==> src/rtl/divisor_pkg.sv <==
// divisor_pkg: shared definitions for the divisor_param restoring divider.
//   state_t     : FSM state encoding (IDLE, RUN, FIN)
//   ctr_w()     : iteration counter width for a given operand width
//   dz_quotient : all-ones quotient pattern returned on divide by zero
package divisor_pkg;

  typedef enum logic [1:0] {
    IDLE = 2'd0,
    RUN  = 2'd1,
    FIN  = 2'd2
  } state_t;

  // Widest operand the dz_quotient generator supports.
  localparam int unsigned MAX_WIDTH = 64;

  // Counter must hold the value WIDTH itself, hence WIDTH+1.
  function automatic int unsigned ctr_w(input int unsigned width);
    return $clog2(width + 1);
  endfunction

  function automatic logic [MAX_WIDTH-1:0] dz_quotient(input int unsigned width);
    logic [MAX_WIDTH-1:0] q;
    q = '0;
    for (int unsigned i = 0; i < MAX_WIDTH; i++) begin
      if (i < width) q[i] = 1'b1;
    end
    return q;
  endfunction

endpackage

==> src/rtl/divisor_step.sv <==
// divisor_step: one combinational restoring-division iteration.
//   acc_in  : {A, DV} partial remainder and dividend/quotient shift register
//   dr      : divisor
//   acc_out : {A, DV} after shift-left and conditional subtract; the new
//             quotient bit enters DV[0]
module divisor_step #(
  parameter int unsigned WIDTH = 8
) (
  input  logic [2*WIDTH-1:0] acc_in,
  input  logic [WIDTH-1:0]   dr,
  output logic [2*WIDTH-1:0] acc_out
);

  logic [WIDTH:0]   a_sh;
  logic [WIDTH-1:0] trial;
  logic             fits;

  always_comb begin
    // Shifted partial remainder keeps the bit pushed out of A's MSB.
    a_sh  = acc_in[2*WIDTH-1:WIDTH-1];
    fits  = (a_sh >= {1'b0, dr});
    // When it fits the difference is below dr, so WIDTH bits are enough.
    trial = WIDTH'(a_sh - {1'b0, dr});
    if (fits) begin
      acc_out = {trial, acc_in[WIDTH-2:0], 1'b1};
    end else begin
      acc_out = {a_sh[WIDTH-1:0], acc_in[WIDTH-2:0], 1'b0};
    end
  end

endmodule

==> src/rtl/divisor_param.sv <==
// divisor_param: parametrised restoring divider, one iteration per clock.
//   clk, rst_n     : clock (rising edge), asynchronous active-low reset
//   init           : start request, accepted only in IDLE
//   portA, portB   : dividend / divisor, latched on accept
//   D, M           : quotient / remainder, hold the last result
//   done           : one-cycle pulse when D/M update
//   busy           : high from accept through the done cycle
//   div_zero       : set with done for a zero divisor, cleared on next accept
// Optional macro DIVISOR_SIGNED_EN: two's-complement operands, magnitude
// division with sign fix-up applied in FIN.
module divisor_param
  import divisor_pkg::*;
#(
  parameter int unsigned WIDTH = 8
) (
  input  logic             clk,
  input  logic             rst_n,
  input  logic             init,
  input  logic [WIDTH-1:0] portA,
  input  logic [WIDTH-1:0] portB,
  output logic [WIDTH-1:0] D,
  output logic [WIDTH-1:0] M,
  output logic             done,
  output logic             busy,
  output logic             div_zero
);

  localparam int unsigned            CTR_W  = ctr_w(WIDTH);
  localparam logic [MAX_WIDTH-1:0]   DZ_ALL = dz_quotient(WIDTH);

  state_t state_q, state_d;

  logic [WIDTH-1:0]   a_q, dv_q, dr_q;
  logic [CTR_W-1:0]   ct_q;
  logic               dz_q;
  logic [WIDTH-1:0]   d_q, m_q;
  logic               done_q, busy_q, div_zero_q;
  logic [2*WIDTH-1:0] acc_nxt;

  logic               accept, div0, fin_now;
  logic [WIDTH-1:0]   a_mag, b_mag;
  logic [WIDTH-1:0]   d_fin, m_fin, dz_rem;

  divisor_step #(.WIDTH(WIDTH)) u_step (
    .acc_in  ({a_q, dv_q}),
    .dr      (dr_q),
    .acc_out (acc_nxt)
  );

  // State register
  always_ff @(posedge clk or negedge rst_n) begin
    if (!rst_n) state_q <= IDLE;
    else        state_q <= state_d;
  end

  // Next-state logic
  always_comb begin
    state_d = state_q;
    case (state_q)
      IDLE:    if (init) state_d = div0 ? FIN : RUN;
      RUN:     if (ct_q == CTR_W'(1)) state_d = FIN;
      FIN:     if (ct_q == '0) state_d = IDLE;
      default: state_d = IDLE;
    endcase
  end

  // Control decode
  always_comb begin
    accept  = (state_q == IDLE) && init;
    div0    = (portB == '0);
    fin_now = (state_q == FIN) && (ct_q == '0);
  end

`ifdef DIVISOR_SIGNED_EN
  logic [WIDTH-1:0] a_raw_q;
  logic             neg_q_q, neg_r_q;

  always_comb begin
    a_mag  = portA[WIDTH-1] ? WIDTH'('0 - portA) : portA;
    b_mag  = portB[WIDTH-1] ? WIDTH'('0 - portB) : portB;
    d_fin  = neg_q_q ? WIDTH'('0 - dv_q) : dv_q;
    m_fin  = neg_r_q ? WIDTH'('0 - a_q)  : a_q;
    dz_rem = a_raw_q;
  end

  always_ff @(posedge clk or negedge rst_n) begin
    if (!rst_n) begin
      a_raw_q <= '0;
      neg_q_q <= 1'b0;
      neg_r_q <= 1'b0;
    end else if (accept) begin
      a_raw_q <= portA;
      neg_q_q <= portA[WIDTH-1] ^ portB[WIDTH-1];
      neg_r_q <= portA[WIDTH-1];
    end
  end
`else
  always_comb begin
    a_mag  = portA;
    b_mag  = portB;
    d_fin  = dv_q;
    m_fin  = a_q;
    // RUN is skipped for a zero divisor, so DV still holds the dividend.
    dz_rem = dv_q;
  end
`endif

  // Datapath and registered outputs
  always_ff @(posedge clk or negedge rst_n) begin
    if (!rst_n) begin
      a_q        <= '0;
      dv_q       <= '0;
      dr_q       <= '0;
      ct_q       <= '0;
      dz_q       <= 1'b0;
      d_q        <= '0;
      m_q        <= '0;
      done_q     <= 1'b0;
      busy_q     <= 1'b0;
      div_zero_q <= 1'b0;
    end else begin
      done_q <= 1'b0;
      case (state_q)
        IDLE: begin
          if (accept) begin
            a_q        <= '0;
            dv_q       <= a_mag;
            dr_q       <= b_mag;
            // A zero divisor waits one extra edge in FIN so its done pulse
            // lands two edges after accept.
            ct_q       <= div0 ? CTR_W'(1) : CTR_W'(WIDTH);
            dz_q       <= div0;
            busy_q     <= 1'b1;
            div_zero_q <= 1'b0;
          end else begin
            busy_q <= 1'b0;
          end
        end
        RUN: begin
          {a_q, dv_q} <= acc_nxt;
          ct_q        <= ct_q - CTR_W'(1);
        end
        FIN: begin
          if (!fin_now) begin
            ct_q <= ct_q - CTR_W'(1);
          end else begin
            done_q     <= 1'b1;
            div_zero_q <= dz_q;
            if (dz_q) begin
              d_q <= DZ_ALL[WIDTH-1:0];
              m_q <= dz_rem;
            end else begin
              d_q <= d_fin;
              m_q <= m_fin;
            end
          end
        end
        default: ;
      endcase
    end
  end

  assign D        = d_q;
  assign M        = m_q;
  assign done     = done_q;
  assign busy     = busy_q;
  assign div_zero = div_zero_q;

endmodule
==> config.mk <==
export PLATFORM = sky130hd
export DESIGN_NAME = divisor_param
export DESIGN_NICKNAME = d
export VERILOG_FILES = /design/src/rtl/divisor_pkg.sv /design/src/rtl/divisor_step.sv /design/src/rtl/divisor_param.sv
export SDC_FILE = /design/constraint.sdc
export NUM_CORES = 1
export LEC_CHECK = 0
export BUFFER_PORTS_ARGS = -buffer_cell sky130_fd_sc_hd__buf_4
export CAP_MARGIN = 20
export CORE_UTILIZATION = 30
export DETAILED_ROUTE_END_ITERATION = 7
export PLACE_DENSITY = 0.51
export SYNTH_ARGS = -nofsm -noshare
export SYNTH_HDL_FRONTEND = slang
export SYNTH_SLANG_ARGS = --single-unit
==> constraint.sdc <==
create_clock -name clk -period 2.6 [get_ports clk]
set_input_delay 0.52 -clock clk [delete_from_list [all_inputs] [get_ports clk]]
set_output_delay 0.52 -clock clk [all_outputs]
set_load 0.05 [all_outputs]
==> flow_summary.rst, run 1 <==
.. list-table::
   :header-rows: 1

   * - Metric
     - Value
   * - Number of buffers added by the clock tree synthesis step
     - 5
   * - Final-layout setup total negative slack
     - 0 ns
   * - Maximum root-to-sink buffer count
     - 2
   * - Count of unique library cells instantiated by Yosys
     - 52
   * - Clock transition at the registers of the reported paths
     - 0.10 ns
   * - Kind of path behind the tightest hold check
     - in2async
   * - Latest clock arrival within the worst-skew pair
     - 0.30 ns
   * - Synth warnings
     - 0
   * - Starting density of the core
     - 31.6%
   * - Detailed placer's ending HPWL
     - 4790 µm
   * - Antenna violations before repair
     - 0
   * - Ys async rst share
     - 100%
   * - Synth Register Bits
     - 50
   * - Vias
     - 2177
   * - Net switching share of the total power
     - 47.5%
   * - Maximum net fanout on the critical path
     - 5
   * - H-tree levels
     - 2
   * - Start-to-end type of the worst setup path
     - reg2reg
   * - Global-route wire length before repair
     - 10900 µm
   * - Cts-stage hold buffer count
     - 0
   * - Fraction of final layout cells sized beyond drive strength 1
     - 19.8%
   * - End of the worst register-to-register path
     - a_q[6]$_DFFE_PN0P_
   * - Floorplan row count
     - 34
   * - Endpoint kind of the worst setup timing path
     - flop
   * - Switch Pwr
     - 2.27 mW
   * - Total inserted antenna cells
     - 0
   * - Fin cells
     - 432
   * - Area enclosed by the die boundary
     - 9750 µm²
   * - Average footprint of a synthesized cell
     - 9.78 µm²
   * - Instance area at placement
     - 3210 µm²
   * - Power density cells
     - 1440 nW/µm²
   * - Reg-to-reg startpoint
     - d_fin[7]$_DFFE_PN0P_
   * - Post-route clock period utilization
     - 86.4%
   * - Instance count of the mapped netlist
     - 287
   * - Gp weighted congestion
     - 0.834
   * - Placed instance count
     - 424
   * - Most common cell in the netlist
     - dfrtp_1
   * - Setup repair after global routing missed its margin
     - no
   * - Total DRC errors in the routed layout
     - 0
   * - Post-route total power
     - 4.77 mW
   * - Total of cells resized after clock tree synthesis
     - 0
   * - Startpoint class of the critical path
     - flop
   * - Number of buffers inserted by port buffering
     - 37
   * - Longest individual stage delay on the worst path
     - 0.46 ns
   * - GRT overflow
     - 0
   * - Number of iterations in the first detailed-routing pass
     - 4
   * - Top achievable clock speed
     - 0.445 GHz
   * - Data required, critical path
     - 2.81 ns
   * - Core Region
     - 8890 µm²
   * - Reg power frac
     - 30.5%
   * - Slew Limit Headroom
     - 46.9%
   * - I/O pin cnt
     - 38
   * - Summed area of non-filler cells in the final layout
     - 3320 µm²
   * - Area of the mapped netlist
     - 2810 µm²
   * - Total of endpoints with negative setup slack in the final report
     - 0
   * - Worst reg-to-reg path cell count
     - 8
   * - Die X
     - 98.7 µm
   * - Post-DR wirelength/cell
     - 14.7 µm
   * - Clock power share
     - 11.7%
   * - Critical path, cell by cell
     - inv_1, ha_1, fa_1, nand2b_1, a2111o_1, o211ai_1, a21oi_1, o31ai_1
   * - Most frequent cells after synthesis
     - dfrtp_1, nor2_1, nand2_1
   * - Maximum number of pins on one net before global-route repair
     - 51
   * - Total count of max-transition violations in the final report
     - 0
   * - Internal power
     - 2.51 mW
   * - Number of violations reported at the end of detailed-routing iteration 0
     - 84
   * - Synth area leaders
     - dfrtp_1, ha_1, mux2i_1
   * - Clock Root Buffer
     - clkbuf_8
   * - Clk sink count
     - 50
   * - Predominant post-synthesis flop cell
     - dfrtp_1
   * - Leakage component of the power
     - 1.49 nW
   * - CP max-delay cell
     - dfrtp_1
   * - Proportion of power drawn by combinational gates
     - 57.9%
   * - MaxCap Viol Count
     - 0
   * - Largest area contributor in the synthesized netlist
     - dfrtp_1
   * - Outcome
     - completed
   * - Largest voltage drop on the vdd net
     - 0.452 mV
   * - Worst Max-Slew Pin Slew
     - 0.796 ns
   * - Yosys top cell area share
     - 44.6%
   * - Vias in the first global route
     - 2118
   * - Layout overhead on the synthesized area
     - 18.4%
   * - Final-report hold violation count
     - 0
   * - Setup clock skew after layout
     - 0.00902 ns
   * - Routed wire length
     - 6370 µm
   * - Arrival time of data at the critical path endpoint
     - 2.46 ns
   * - Number of vias per cell after detailed routing
     - 5.04
   * - R2R setup slack
     - 0.35 ns
   * - Post-synth EDFFs
     - 0
   * - Share of synthesized area occupied by flip-flops and latches
     - 44.6%
   * - TritonCTS clock tree
     - yes
   * - Post-Synthesis Net Count
     - 321
   * - Overall fraction of global-route tracks in use
     - 14.0%
   * - Post-DRT Antenna Nets
     - 0
   * - DIE HEIGHT
     - 98.7 µm
   * - Minimum clock period after layout
     - 2.25 ns
   * - Layout net count
     - 357
   * - Post-CTS setup buffer count
     - 0
[cell type report]
| type | instances | area (µm²) |
|---|---|---|
| fill | 910 | 5570 |
| multi-input combinational | 208 | 1460 |
| sequential | 50 | 1250 |
| timing repair buffer | 41 | 308 |
| tap | 108 | 135 |
| clock buffer | 6 | 72.6 |
| inverter | 17 | 63.8 |
| clock inverter | 2 | 37.5 |
[flip-flops by register name, summed over array words and instances (netlist names)]
signal	cells
D	8
d_fin	8
done	1
state_q	2
a_q	8
M	8
div_zero	1
dz_q	1
dr_q	8
ct_q	4
busy	1
[cell usage in the layout, fill, tap and decap left out, types with 3 or more instances in the layout]
cell type,instances
ha_1,14
nand2b_1,4
nand4_1,6
mux2i_1,17
o211ai_1,6
nand3_1,4
o221ai_1,3
nor2_1,34
dfrtp_1,50
nor2b_1,4
buf_4,41
nor3_1,5
a21oi_1,20
o22ai_1,3
o21ai_0,14
or3_1,4
nand2_1,24
inv_1,17
clkbuf_8,5
mux2_2,9
[stage by stage]
step | setup WS [ns] | hold slack, ns | utilization [%]
after floorplan | 0.665 | 0.224 | -
after global routing | 0.176 | 0.279 | 37.4
final | 0.353 | 0.237 | 37.4
after detailed placement | 0.383 | 0.500 | 36.2
after CTS | 0.351 | 0.260 | 37.4
after global placement | 0.369 | 0.489 | 36.2
[routing by layer]
metal	global-route usage [%]	vias up	wire [µm]
li1	-	1105	-
met1	19.8	1025	3250
met2	22.3	45	2850
met3	2.98	2	249
met4	2.76	0	23
met5	0	-	0
[worst max path at each step]
stage,from,to,slack [ns],cells after the start
2_1_floorplan,d_fin[7]$_DFFE_PN0P_,a_q[6]$_DFFE_PN0P_,0.67,8
3_3_place_gp,d_fin[7]$_DFFE_PN0P_,a_q[6]$_DFFE_PN0P_,0.37,8
3_5_place_dp,d_fin[7]$_DFFE_PN0P_,a_q[6]$_DFFE_PN0P_,0.38,8
4_1_cts,d_fin[7]$_DFFE_PN0P_,a_q[6]$_DFFE_PN0P_,0.35,8
5_1_grt,d_fin[7]$_DFFE_PN0P_,a_q[6]$_DFFE_PN0P_,0.18,8
6_report,d_fin[7]$_DFFE_PN0P_,a_q[6]$_DFFE_PN0P_,0.35,8
[power groups by stage]
stage / Combinational (mW) / Sequential [mW] / Clock, mW
2_1_floorplan: 1.62 / 1.88 / 0
3_3_place_gp: 2.75 / 1.47 / 0
3_5_place_dp: 2.77 / 1.48 / 0
4_1_cts: 2.78 / 1.46 / 0.585
5_1_grt: 3.06 / 1.52 / 0.611
6_report: 2.76 / 1.45 / 0.556
[critical path, delay by kind of cell, from the launching register on]
family / cells / cell delay [ns]
and+or+nand+nor: 1 / 0.22
buffers and inverters: 1 / 0.08
adders and majority gates: 2 / 0.60
DFF: 1 / 0.46
AOI/OAI and AO/OA: 4 / 0.80
[kinds of logic (layout without fill, tap and decap cells)]
logic type / after synthesis / count (layout) / share of synthesized area (%)
buf+inv: 29 / 66 / 4.10
fa+ha+maj: 15 / 15 / 6.95
simple gates: 95 / 95 / 16.0
mux: 26 / 26 / 9.67
compound gates: 71 / 71 / 18.4
flops: 50 / 50 / 44.6
xor+xnor: 1 / 1 / 0.312
Power figures use the tool's default switching activity.
==> inputs of run 2 (changes only) <==
Settings changed: RECOVER_POWER set to 25.
==> run 2 against run 1 <==
Flip-flop and latch count stayed put. Sequential share of layout area hardly changed. Hold slack improved by 0.22 ns. Non-clock buffer count unchanged. Critical path type unchanged. First-iteration DRC count did not move. Cell count unchanged.
==> flow_summary.rst, run 2 (synthesized netlist as in run 1, its figures left out) <==
.. list-table::
   :header-rows: 1

   * - Metric
     - Value
   * - MaxCap Viol Count
     - 0 (unchanged)
   * - Start-to-end type of the worst setup path
     - reg2reg
   * - Minimum clock period after layout
     - 2.25 ns (unchanged)
   * - Worst Max-Slew Pin Slew
     - 1.28 ns (+0.488 ns)
   * - Vias in the first global route
     - 2118 (unchanged)
   * - Number of cells traversed by the worst hold path
     - 2
   * - Fraction of final layout cells sized beyond drive strength 1
     - 19.8% (unchanged)
   * - H-tree levels
     - 2 (unchanged)
   * - Detailed placer's ending HPWL
     - 4790 µm (unchanged)
   * - R2R setup slack
     - 0.35 ns (about the same)
   * - Instance area at placement
     - 3210 µm² (unchanged)
   * - Critical path, cell by cell
     - inv_1, ha_1, fa_1, nand2b_1, a2111o_1, o211ai_1, a21oi_1, o31ai_1
   * - DIE HEIGHT
     - 98.7 µm (unchanged)
   * - Routed wire length
     - 6370 µm (about the same)
   * - Total of endpoints with negative setup slack in the final report
     - 0 (unchanged)
   * - Worst setup startpoint
     - d_fin[7]$_DFFE_PN0P_
   * - Final-report hold violation count
     - 0 (unchanged)
   * - Vias
     - 2177 (unchanged)
   * - Layout overhead on the synthesized area
     - 18.3% (about the same)
   * - Critical Path Sink
     - a_q[6]$_DFFE_PN0P_
   * - Largest voltage drop on the vdd net
     - 0.452 mV (about the same)
   * - CP max-delay cell
     - dfrtp_1
   * - Global-route wire length before repair
     - 10900 µm (unchanged)
   * - Number of iterations in the first detailed-routing pass
     - 4 (unchanged)
   * - Clk sink count
     - 50 (unchanged)
   * - Area enclosed by the die boundary
     - 9750 µm² (unchanged)
   * - Outcome
     - completed
   * - Leading cell types in the layout, fill and taps excluded
     - dfrtp_1, buf_4, nor2_1
   * - Die X
     - 98.7 µm (unchanged)
   * - Cts-stage hold buffer count
     - 0 (unchanged)
   * - Post-DRT Antenna Nets
     - 0 (unchanged)
   * - Top achievable clock speed
     - 0.445 GHz (unchanged)
   * - Overall fraction of global-route tracks in use
     - 14.0% (unchanged)
   * - Total count of max-transition violations in the final report
     - 0 (unchanged)
   * - Setup repair after global routing missed its margin
     - no
   * - Arrival time of data at the critical path endpoint
     - 2.46 ns (about the same)
   * - Maximum net fanout on the critical path
     - 5 (unchanged)
   * - Floorplan row count
     - 34 (unchanged)
   * - Final-layout setup total negative slack
     - 0 ns (unchanged)
   * - Number of violations reported at the end of detailed-routing iteration 0
     - 84 (unchanged)
   * - Power density cells
     - 1440 nW/µm² (about the same)
   * - Dominant delay contributor by cell family on the critical path
     - compound AO/OA/AOI/OAI gates
   * - Longest individual stage delay on the worst path
     - 0.46 ns (about the same)
   * - TritonCTS clock tree
     - yes
   * - Number of vias per cell after detailed routing
     - 5.04 (unchanged)
   * - Layout net count
     - 357 (unchanged)
   * - Setup clock skew after layout
     - 0.00902 ns (unchanged)
   * - Slew Limit Headroom
     - 14.4% (-33 points)
   * - Latest clock arrival within the worst-skew pair
     - 0.30 ns (about the same)
   * - Startpoint class of the critical path
     - flop
   * - Most common cell after layout, fill and taps aside
     - dfrtp_1
   * - Number of buffers and inverters on the critical path
     - 1 (unchanged)
   * - Number of buffers inserted by port buffering
     - 37 (unchanged)
   * - Post-CTS setup buffer count
     - 0 (unchanged)
   * - Post-route clock period utilization
     - 86.4% (unchanged)
   * - Clock Root Buffer
     - clkbuf_8
   * - Core Region
     - 8890 µm² (unchanged)
   * - Data required, critical path
     - 2.81 ns (about the same)
   * - Maximum number of pins on one net before global-route repair
     - 51 (unchanged)
   * - Kind of path behind the tightest hold check
     - in2reg
   * - Leakage component of the power
     - 1.49 nW (about the same)
   * - Maximum root-to-sink buffer count
     - 2 (unchanged)
   * - Post-DR wirelength/cell
     - 14.7 µm (about the same)
   * - Antenna violations before repair
     - 0 (unchanged)
   * - Reg-to-reg startpoint
     - d_fin[7]$_DFFE_PN0P_
   * - Gp weighted congestion
     - 0.834 (unchanged)
   * - Starting density of the core
     - 31.6% (unchanged)
   * - I/O pin cnt
     - 38 (unchanged)
   * - Total DRC errors in the routed layout
     - 0 (unchanged)
   * - Total inserted antenna cells
     - 0 (unchanged)
   * - Clock transition at the registers of the reported paths
     - 0.10 ns (about the same)
   * - GRT overflow
     - 0 (unchanged)
   * - Worst reg-to-reg path cell count
     - 8 (unchanged)
   * - Path length in cells of the critical path
     - 8 (unchanged)
   * - Summed area of non-filler cells in the final layout
     - 3320 µm² (about the same)
   * - End of the worst register-to-register path
     - a_q[6]$_DFFE_PN0P_
   * - Total of cells resized after clock tree synthesis
     - 0 (unchanged)
   * - Endpoint kind of the worst setup timing path
     - flop
   * - Number of buffers added by the clock tree synthesis step
     - 5 (unchanged)
-- run 2: report_power, final --
part	total (mW)	switching (mW)	internal, mW
Clock	0.556	0.269	0.288
Combinational	2.76	1.68	1.08
Sequential	1.45	0.313	1.14
Total	4.77	2.27	2.51
-- run 2: layer usage --
metal / GRT usage (%) / up-vias / share of wire (%)
met5: 0 / - / 0
met4: 2.76 / 0 / 0.36
met3: 2.98 / 2 / 3.9
met2: 22.3 / 45 / 45
met1: 19.8 / 1025 / 51
li1: - / 1105 / -
-- run 2: layout make-up --
cell class	count	area (µm²)
clock inverter	2	37.5
inverter	17	63.8
timing repair buffer	41	305
tap	108	135
multi-input combinational	208	1460
sequential	50	1250
clock buffer	6	72.6
fill	909	5570
-- run 2: worst register-to-register path, stage by stage, from the launching register on --
cell and delay [ns]:
dfrtp_1 0.46, inv_1 0.08, ha_1 0.21, fa_1 0.39
nand2b_1 0.22, a2111o_1 0.40, o211ai_1 0.13, a21oi_1 0.07
o31ai_1 0.20
-- run 2: worst min-delay path by stage --
stage                          end           startpoint
5_1_grt        dr_q[3]$_DFFE_PN0P_             portB[3]
3_5_place_dp   dr_q[3]$_DFFE_PN0P_  dr_q[3]$_DFFE_PN0P_
2_1_floorplan     D[0]$_DFFE_PN0P_                rst_n
6_report       dr_q[2]$_DFFE_PN0P_             portB[2]
3_3_place_gp   dr_q[3]$_DFFE_PN0P_  dr_q[3]$_DFFE_PN0P_
4_1_cts           M[6]$_DFFE_PN0P_                rst_n
-- run 2: through the flow --
stage | hold WS, ns | cells | utilization [%] | power [mW] | setup slack [ns]
floorplan | 0.224 | 287 | - | 3.50 | 0.665
global placement | 0.489 | 424 | 36.2 | 4.22 | 0.369
detailed placement | 0.500 | 424 | 36.2 | 4.25 | 0.383
CTS | 0.260 | 432 | 37.4 | 4.83 | 0.351
global route | 0.442 | 432 | 37.4 | 5.19 | 0.176
finish | 0.453 | 432 | 37.4 | 4.77 | 0.353
==> inputs of run 3 (changes only) <==
Settings changed: PLACE_DENSITY 0.51 to not set, PLACE_DENSITY_LB_ADDON set to 0.08.
==> run 3 against run 2 <==
Die area did not move. Global-route usage rose by 0.18 points. Combinational power barely moved. Register-to-register slack improved by 0.11 ns. Sequential power is essentially flat. Via count increased by 0.23%. Fmax rose by 5.0%.
==> flow_summary.rst, run 3 (synthesized netlist as in run 1, its figures left out) <==
.. list-table::
   :header-rows: 1

   * - Metric
     - Value
   * - MaxCap Viol Count
     - 0 (unchanged)
   * - Top achievable clock speed
     - 0.467 GHz (+5.0%)
   * - Floorplan row count
     - 34 (unchanged)
   * - Final-layout setup total negative slack
     - 0 ns (unchanged)
   * - Endpoint kind of the worst setup timing path
     - flop
   * - Antenna violations before repair
     - 0 (unchanged)
   * - Layout net count
     - 358 (+0.28%)
   * - Total of cells resized after clock tree synthesis
     - 0 (unchanged)
   * - Core Region
     - 8890 µm² (unchanged)
   * - Total DRC errors in the routed layout
     - 0 (unchanged)
   * - Worst reg-to-reg path cell count
     - 8 (unchanged)
   * - R2R setup slack
     - 0.46 ns (+0.11 ns)
   * - Largest voltage drop on the vdd net
     - 0.467 mV (+3.2%)
   * - Number of violations reported at the end of detailed-routing iteration 0
     - 95 (+13%)
   * - Fraction of final layout cells sized beyond drive strength 1
     - 20.3% (+0.55 points)
   * - Number of buffers and inverters on the critical path
     - 1 (unchanged)
   * - Vias
     - 2182 (+0.23%)
   * - Startpoint class of the critical path
     - flop
   * - Starting density of the core
     - 31.6% (unchanged)
   * - Min setup slack post-route
     - 0.459 ns (+0.106 ns)
   * - Path length in cells of the critical path
     - 8 (unchanged)
   * - Clk sink count
     - 50 (unchanged)
   * - Setup clock skew after layout
     - 0.0128 ns (+0.00377 ns)
   * - Maximum net fanout on the critical path
     - 5 (unchanged)
   * - Data required, critical path
     - 2.82 ns (about the same)
   * - Routed wire length
     - 6460 µm (+1.5%)
   * - Minimum clock period after layout
     - 2.14 ns (-0.106 ns)
   * - Setup repair after global routing missed its margin
     - no
   * - Post-route clock period utilization
     - 82.3% (-4.1 points)
   * - Post-DRT Antenna Nets
     - 0 (unchanged)
   * - Overall fraction of global-route tracks in use
     - 14.2% (+0.18 points)
   * - Leading cell types in the layout, fill and taps excluded
     - dfrtp_1, buf_4, nor2_1
   * - Total count of max-transition violations in the final report
     - 0 (unchanged)
   * - Worst setup startpoint
     - d_fin[7]$_DFFE_PN0P_
   * - Setup slack at placement
     - 0.465 ns (+0.0817 ns)
   * - Number of cells traversed by the worst hold path
     - 2 (unchanged)
   * - Number of iterations in the first detailed-routing pass
     - 4 (unchanged)
   * - Arrival time of data at the critical path endpoint
     - 2.36 ns (-0.10 ns)
   * - Number of buffers inserted by port buffering
     - 37 (unchanged)
   * - Kind of path behind the tightest hold check
     - in2reg
   * - Die X
     - 98.7 µm (unchanged)
   * - Number of vias per cell after detailed routing
     - 5.04 (about the same)
   * - Dominant delay contributor by cell family on the critical path
     - compound AO/OA/AOI/OAI gates
   * - Total of endpoints with negative setup slack in the final report
     - 0 (unchanged)
   * - Critical path, cell by cell
     - inv_1, ha_1, fa_1, nand2b_1, a2111o_1, o211ai_1, a21oi_1, o31ai_1
   * - Layout overhead on the synthesized area
     - 17.9%
   * - Leakage component of the power
     - 1.48 nW (-0.11%)
   * - Final-report hold violation count
     - 0 (unchanged)
   * - Start-to-end type of the worst setup path
     - reg2reg
   * - Total inserted antenna cells
     - 0 (unchanged)
   * - Critical Path Sink
     - a_q[6]$_DFFE_PN0P_
   * - End of the worst register-to-register path
     - a_q[6]$_DFFE_PN0P_
   * - Post-DR wirelength/cell
     - 14.9 µm (+1.3%)
   * - Slew Limit Headroom
     - 13.8% (-0.57 points)
   * - Gp weighted congestion
     - 0.848 (+1.6%)
   * - CP max-delay cell
     - dfrtp_1
   * - DIE HEIGHT
     - 98.7 µm (unchanged)
   * - Latest clock arrival within the worst-skew pair
     - 0.31 ns (about the same)
   * - Clock transition at the registers of the reported paths
     - 0.10 ns (about the same)
   * - Outcome
     - completed
   * - Clock Root Buffer
     - clkbuf_8
   * - GRT overflow
     - 0 (unchanged)
   * - Maximum root-to-sink buffer count
     - 2 (unchanged)
   * - Cts-stage hold buffer count
     - 0 (unchanged)
   * - Reg-to-reg startpoint
     - d_fin[7]$_DFFE_PN0P_
   * - H-tree levels
     - 2 (unchanged)
   * - Vias in the first global route
     - 2160 (+2.0%)
   * - Global-route wire length before repair
     - 11000 µm (+1.1%)
   * - I/O pin cnt
     - 38 (unchanged)
   * - Number of buffers added by the clock tree synthesis step
     - 5 (unchanged)
   * - Most common cell after layout, fill and taps aside
     - dfrtp_1
   * - Worst Max-Slew Pin Slew
     - 1.29 ns (+0.00853 ns)
   * - Post-CTS setup buffer count
     - 0 (unchanged)
   * - Area enclosed by the die boundary
     - 9750 µm² (unchanged)
   * - TritonCTS clock tree
     - yes
   * - Detailed placer's ending HPWL
     - 4760 µm (-0.61%)
   * - Power density cells
     - 1420 nW/µm² (-1.2%)
   * - Longest individual stage delay on the worst path
     - 0.44 ns (-0.02 ns)
   * - Maximum number of pins on one net before global-route repair
     - 51 (unchanged)
run 3: through the flow:
stage               area [µm²]  hold WS, ns  util [%]  std cells  total power [mW]
finish                    3310        0.447      37.2        433              4.70
global route              3310        0.444      37.2        433              5.11
CTS                       3310        0.257      37.3        433              4.76
detailed placement        3220        0.501      36.2        425              4.27
global placement          3220        0.493      36.2        425              4.25
floorplan                 2810        0.224         -        287              3.50
run 3: area by class of cell:
cell class / count / area [µm²]
multi-input combinational: 208 / 1460
clock inverter: 3 / 21.3
fill: 923 / 5580
timing repair buffer: 42 / 313
sequential: 50 / 1250
clock buffer: 5 / 68.8
inverter: 17 / 63.8
tap: 108 / 135
run 3: how the worst min path moves through the flow:
stage	startpoint	end	slack [ns]
final	portB[4]	dr_q[4]$_DFFE_PN0P_	0.45
after global routing	portB[3]	dr_q[3]$_DFFE_PN0P_	0.44
after CTS	rst_n	D[2]$_DFFE_PN0P_	0.26
after detailed placement	dr_q[6]$_DFFE_PN0P_	dr_q[6]$_DFFE_PN0P_	0.50
after global placement	dr_q[6]$_DFFE_PN0P_	dr_q[6]$_DFFE_PN0P_	0.49
after floorplan	rst_n	D[0]$_DFFE_PN0P_	0.22
run 3: report_power, final:
group / internal (mW) / switching, mW
Clock: 0.190 / 0.281
Combinational: 1.09 / 1.69
Sequential: 1.14 / 0.308
run 3: per-layer routing:
metal,part of all wire [%],wire length (µm),GRT usage [%]
met1,53,3400,20.3
met2,43,2800,21.7
met3,2.5,162,2.20
met4,1.6,104,5.28
met5,0,0,0
